--- src/rtl/fse_fir_slicer.sv ---
// fse_fir_slicer: pipelined fractionally-spaced FIR equalizer with hard +/-1 slicer and saturation counter
module fse_fir_slicer #(
    parameter int NBx  = 8,
    parameter int NBFx = 5,
    parameter int Nw   = 9,
    parameter int NBw  = 7,
    parameter int NBFw = 5,
    parameter int NBy  = 8,
    parameter int NBFy = 5,
    parameter int NBsc = 16
) (
    input  logic                   clkA,
    input  logic                   reset,
    input  logic                   i_enable,
    input  logic signed [NBx-1:0]  x,
    input  logic [Nw*NBw-1:0]      coeff,
    input  logic                   i_coeff_freeze,
    output logic signed [NBy-1:0]  y,
    output logic                   d,
    output logic                   o_valid,
    output logic signed [NBx-1:0]  o_x_align,
    output logic [NBsc-1:0]        o_sat_count
);
    localparam int NBp = NBx + NBw;
    localparam int NBs = NBp + $clog2(Nw);
    localparam int SH  = NBFx + NBFw - NBFy;
    localparam int NBt = NBs - SH;

    logic signed [NBx-1:0] r_tap [Nw];
    logic signed [NBw-1:0] r_w   [Nw];
    logic signed [NBp-1:0] r_p   [Nw];
    logic signed [NBx-1:0] r_xa0, r_xa1;
    logic                  r_v0, r_v1;
    logic signed [NBs-1:0] w_sum;
    logic signed [NBt-1:0] w_trunc;
    logic [NBt-NBy:0]      w_hi;
    logic                  w_sat;
    logic signed [NBy-1:0] w_y;

    // coefficient register: reload every edge unless frozen
    always_ff @(posedge clkA) begin
        if (!reset) begin
            for (int k = 0; k < Nw; k++) r_w[k] <= '0;
        end else if (!i_coeff_freeze) begin
            for (int k = 0; k < Nw; k++) r_w[k] <= coeff[NBw*k +: NBw];
        end
    end

    // stage 0: tap line and first alignment slot move only on a sample strobe
    always_ff @(posedge clkA) begin
        if (!reset) begin
            for (int k = 0; k < Nw; k++) r_tap[k] <= '0;
            r_xa0 <= '0;
            r_v0  <= 1'b0;
        end else begin
            r_v0 <= i_enable;
            if (i_enable) begin
                r_tap[0] <= x;
                for (int k = 1; k < Nw; k++) r_tap[k] <= r_tap[k-1];
                r_xa0 <= x;
            end
        end
    end

    // stage 1: per-tap products, free-running; validity rides on r_v1
    always_ff @(posedge clkA) begin
        if (!reset) begin
            for (int k = 0; k < Nw; k++) r_p[k] <= '0;
            r_xa1 <= '0;
            r_v1  <= 1'b0;
        end else begin
            for (int k = 0; k < Nw; k++) r_p[k] <= NBp'(r_tap[k]) * NBp'(r_w[k]);
            r_xa1 <= r_xa0;
            r_v1  <= r_v0;
        end
    end

    // adder tree, floor truncation and saturation to the output format
    always_comb begin
        w_sum = '0;
        for (int k = 0; k < Nw; k++) w_sum = w_sum + {{(NBs-NBp){r_p[k][NBp-1]}}, r_p[k]};
        w_trunc = NBt'(w_sum >>> SH);
        w_hi    = w_trunc[NBt-1:NBy-1];
        w_sat   = !((&w_hi) || !(|w_hi));
        w_y     = !w_sat ? w_trunc[NBy-1:0] :
                  w_trunc[NBt-1] ? {1'b1, {(NBy-1){1'b0}}} : {1'b0, {(NBy-1){1'b1}}};
    end

    // stage 2: outputs update only on valid samples and hold otherwise
    always_ff @(posedge clkA) begin
        if (!reset) begin
            y         <= '0;
            d         <= 1'b0;
            o_x_align <= '0;
            o_valid   <= 1'b0;
        end else begin
            o_valid <= r_v1;
            if (r_v1) begin
                y         <= w_y;
                d         <= ~w_y[NBy-1];
                o_x_align <= r_xa1;
            end
        end
    end

    // saturation event counter, sticky at all-ones
    always_ff @(posedge clkA) begin
        if (!reset) o_sat_count <= '0;
        else if (r_v1 && w_sat && !(&o_sat_count)) o_sat_count <= o_sat_count + 1'b1;
    end
endmodule
--- config.mk ---
export PLATFORM = sky130hd
export DESIGN_NAME = fse_fir_slicer
export DESIGN_NICKNAME = d
export VERILOG_FILES = /design/src/rtl/fse_fir_slicer.sv
export SDC_FILE = /design/constraint.sdc
export NUM_CORES = 2
export LEC_CHECK = 0
export BUFFER_PORTS_ARGS = -buffer_cell sky130_fd_sc_hd__buf_4
export CORE_MARGIN = 2
export CORE_UTILIZATION = 30
export CTS_CLUSTER_DIAMETER = 30
export DETAILED_ROUTE_END_ITERATION = 8
export PLACE_DENSITY_LB_ADDON = 0.15
export SYNTH_ARGS = -nofsm -noshare
export SYNTH_HDL_FRONTEND = slang
export SYNTH_SLANG_ARGS = --single-unit
--- constraint.sdc ---
create_clock -name clkA -period 9.3 [get_ports clkA]
set_input_delay 0.465 -clock clkA [delete_from_list [all_inputs] [get_ports clkA]]
set_output_delay 0.465 -clock clkA [all_outputs]
set_load 0.01 [all_outputs]
* After elaboration in Yosys (flattened, before gate mapping)
Memory sizes are Yosys's and may differ from the RTL's.
Index checks and enable logic that the tools add are counted.
** Storage, ports and cells
- Bits in registers :: 52
- Word-level logic and storage cells :: 104
- Memories kept :: 3
- Bits in writable memories :: 270
- Input port bits :: 75
- Output and inout bits :: 34
** Memories
- r_p :: depth 9, bits a word 15, rd ports 9, clocked after Yosys merged registers in 0, write ports 9, line 31 : logic signed [NBp-1:0] r_p [Nw];
- r_tap :: depth 9, bits a word 8, rd ports 9, clocked after Yosys merged registers in 0, write ports 9, line 29 : logic signed [NBx-1:0] r_tap [Nw];
- r_w :: depth 9, bits a word 7, rd ports 9, clocked after Yosys merged registers in 0, write ports 9, line 30 : logic signed [NBw-1:0] r_w [Nw];
** Operators by class
- Mux-type cells :: 37
- Bitwise gates (word level) :: 28
- Reduce and logical (&&, ||, !) cells :: 9
- $add $sub $neg :: 9
- $mul :: 9
** Operators with widths (count)
- 8-bit by 7-bit multiplier with 15-bit output :: 9
- 15-bit two-way mux :: 9
- 8-bit two-way mux :: 11
- 19-bit adder :: 4
- 7-bit two-way mux :: 9
- 1-bit OR :: 27
- 18-bit by 15-bit adder with 19-bit output :: 1
- 17-bit by 15-bit adder with 18-bit output :: 1
- 16-bit by 15-bit adder with 17-bit output :: 1
- 15-bit by 15-bit adder with 16-bit output :: 1
- 16-bit by 1-bit adder with 16-bit output, second input constant :: 1
- 16-bit AND reduction :: 1
- 1-bit two-way mux :: 8
- 7-bit AND reduction :: 1
- 7-bit OR reduction :: 1
- 1-bit logical NOT :: 3
- 1-bit logical AND :: 2
- 1-bit logical OR :: 1
- 1-bit NOT :: 1

* Depth between registers and ports, before layout
- Word-level depth :: 14
- Mapped depth :: 19
- Mapped depth without buffers :: 18

* Worst setup path before layout
Ideal clock, no wire load.
- Path type :: reg2reg
- Start :: mem r_p[0][98] (netlist name)
- End :: reg o_sat_count[13]
- Setup slack :: 4.628 ns
- Stages on the path, launching flop included :: 18
- Setup time :: 0.135 ns
- Arrival :: 4.537 ns
- Clock period less this slack :: 4.672 ns
- Buffers on the path :: 1
- Required time :: 9.165 ns
- Path through :: dfxtp_1 -> fa_1 -> fa_1 -> fa_1 -> inv_1 -> fa_1 -> inv_1 -> ha_1 -> a21oi_1 -> o22ai_1 -> nand2b_1 -> o31ai_1 -> mux2_2 -> nand2_2 -> nor2_4 -> buf_4 -> o311ai_0 -> o41ai_1
** RTL lines
- from (decl) :: line 31
- to (signal assigned) :: line 109 : else if (r_v1 && w_sat && !(&o_sat_count)) o_sat_count <= o_sat_count + 1'b1;
- to (decl) :: line 22 : output logic [NBsc-1:0] o_sat_count

==> metrics.yaml <==
placed_design:
  place_area_um2: 34600
  place_congestion: 0.793
  portBuffers: 108
  dp_hpwl_um: 64300
  post-place-ws_ns: 3.91
critical_path:
  cpMostUsedCell: "fa_1"
  crit_required_ns: 9.88
  cp_slowest_stage_delay_ns: 0.56
  crit_path_end_kind: "flop"
  reg2reg_slack_ns: 3.88
  worstPathArrival_ns: 6.00
  cp_slowest_cell: "fa_1"
  startpoint_type: "flop"
  crit_fanout: 23
  path_class: "reg2reg"
  worstPathCellList: "fa_1 > fa_1 > fa_1 > inv_1 > fa_1 > inv_1 > ha_1 > a21oi_1 > inv_1 > o311ai_1 > a31oi_1 > xor2_1 > nor4_2 > buf_4 > a21o_1 > or4_1 > a21oi_1"
clock_network:
  cts_buffers: 96
  clock_path_buffers: 3
  insertion_delay_ns: 0.67
  cts.reportedPaths.clkPinSlew_ns: 0.05
  post_cts_buffers: 0
  cts_htree_levels: 3
  cts_tree: "yes"
  cts_root_buf: "clkbuf_16"
  cts_resized: 0
  cts_hold_buf: 0
  cts_sinks: 322
timing:
  timing.hold.ws_ns: 0.0772
  rsz0062_at_grt: "false"
  finalSetupViolations: 0
  timing.setup.tns_ns: 0
  hold_viol: 0
  period_share: 0.582
  fmax_ghz: 0.185
  skew_ns: 0.0405
  setup_ws_ns: 3.88
  tightest_slew_ns: 1.07
  period_minus_slack_ns: 5.42
  relSlewSlack: 0.289
  finalMaxSlewViolations: 0
logic_synthesis:
  synth_seq_cells: 322
  synth_area_um2: 32100
  yosys.area.top_type: "fa_1"
  syn_area_per_cell_um2: 10.2
  syn_inst: 3137
  dominantRegCellSynth: "dfxtp_1"
  yosys_warnings: 0
  ys_seq_area_frac: 0.243
  synth_fp_nets: 4002
  synth_edf_count: 135
  synth_top_cell_area_share: 0.314
  synth_area_leaders: "fa_1, edfxtp_1, dfxtp_1"
  synth_cell_types: 58
  synth_async_sr_flop_share: 0
floorplanning:
  core_um2: 107000
  die-width_um: 331
  io_pins: 109
  start_util: 0.301
  die-area_um2: 110000
  rows: 120
  die_h_um: 331
global_routing:
  grtUsageMet3: 0.0213
  grt_pass1_vias: 23200
  overflow: 0
  grt_use_total: 0.157
  grt_util_met2: 0.258
  top_usage_layer: "met2"
  grt_pass1_wl_um: 133000
  use_met1: 0.216
  grt_max_degree: 78
  antenna_found_initial: 4
drt:
  wl_per_cell_um: 17.1
  drt_iter0_markers: 667
  drc: 0
  viasPerCell: 4.40
  postRouteAntennaNets: 0
  routed_wl_um: 81700
  drtPass1Iterations: 5
  vias: 21100
layout:
  syn2layout_area_growth_pct: 18.8
  seq_area_um2: 7800
  nets: 4166
  final_cell_mix: "inv_1, fa_1, and2_1, ha_1, nand2_1"
  fillers: 11000
  final_area_um2: 38200
  layout-drive-gt1-share: 0.0902
  multi_input_area_um2: 21800
  final_common_cell: "inv_1"
job:
  maxCapViolations: 0
power:
  power_leakage_nw: 18.1
  peakVddDrop_mv: 0.849
  p_per_area_nw_per_um2: 396
worst_hold_path:
  hold_class: "in2reg"
outcome:
  status: "finished, final reports clean"
path summary, 6_finish.rpt:
check | start | to | cells after the start
max | r_p[0][98]$_SDFF_PN0_ | o_sat_count[7]$_SDFFE_PN0P_ | 17
min | coeff[31] | r_w[0][31]$_SDFFCE_PN0P_ | 2
max reg2reg | r_p[0][98]$_SDFF_PN0_ | o_sat_count[7]$_SDFFE_PN0P_ | 17
min reg2reg | r_v0$_SDFF_PN0_ | r_v1$_SDFF_PN0_ | 1
flip-flops by register name, summed over array words and instances, names as in the netlist:
register     count
r_v0             1
o_valid          1
o_x_align        8
o_sat_count     16
r_xa1            8
y                8
d                1
r_tap           72
r_w             63
r_v1             1
r_xa0            8
r_p            135
per-layer routing:
layer	wire, um	vias to the layer above	part of all wire
li1	-	10100	-
met4	1810	0	0.022
met2	38500	263	0.47
met3	2380	94	0.029
met1	39000	10600	0.48
met5	0	-	0
layout make-up:
cell class,count,share of cell area
multi-input cells,2149,0.572
repair buffers,117,0.0230
inverters,615,0.0606
clock inverters,61,0.0220
well taps,1403,0.0460
clock buffers,119,0.0721
flip-flops and latches,322,0.204
diodes,4,0.000262
synth_stat cells, types with 42 or more instances:
| cell type | number |
|---|---|
| xnor2_1 | 136 |
| dfxtp_1 | 187 |
| clkbuf_1 | 42 |
| nand2b_1 | 65 |
| o21ai_0 | 58 |
| edfxtp_1 | 135 |
| and2_1 | 376 |
| ha_1 | 287 |
| a21oi_1 | 80 |
| fa_1 | 503 |
| inv_1 | 614 |
| and3_1 | 90 |
| nor2_1 | 146 |
| nand2_1 | 198 |
per-stage QoR:
stage           util  total power [mW]  cells
3_5_place_dp   0.324              11.6   4606
3_3_place_gp   0.324              11.7   4606
5_1_grt        0.358              16.5   4786
2_1_floorplan      -              9.21   3137
6_report       0.358              15.1   4790
4_1_cts        0.358              15.3   4786
kinds of logic after synthesis:
group           share of synthesized area
simple gates                        0.155
fa+ha+maj                           0.425
buf+inv                            0.0782
flops                               0.243
compound gates                     0.0489
xor+xnor                           0.0447
mux                               0.00503
report_power, final:
group / switching, mW / leakage, nW / internal (mW)
clock: 1.05 / 1.76 / 2.51
sequential: 0.206 / 3.01 / 1.71
combinational: 5.83 / 13.3 / 3.82
critical path: cells and delay by family (launching register included):
kind | cells | cell delay (ns)
fa+ha+maj | 5 | 2.35
compound gates | 5 | 1.41
simple gates | 2 | 0.63
buf+inv | 4 | 0.36
flops | 1 | 0.31
xor+xnor | 1 | 0.28
(Power assumes the default switching activity.)
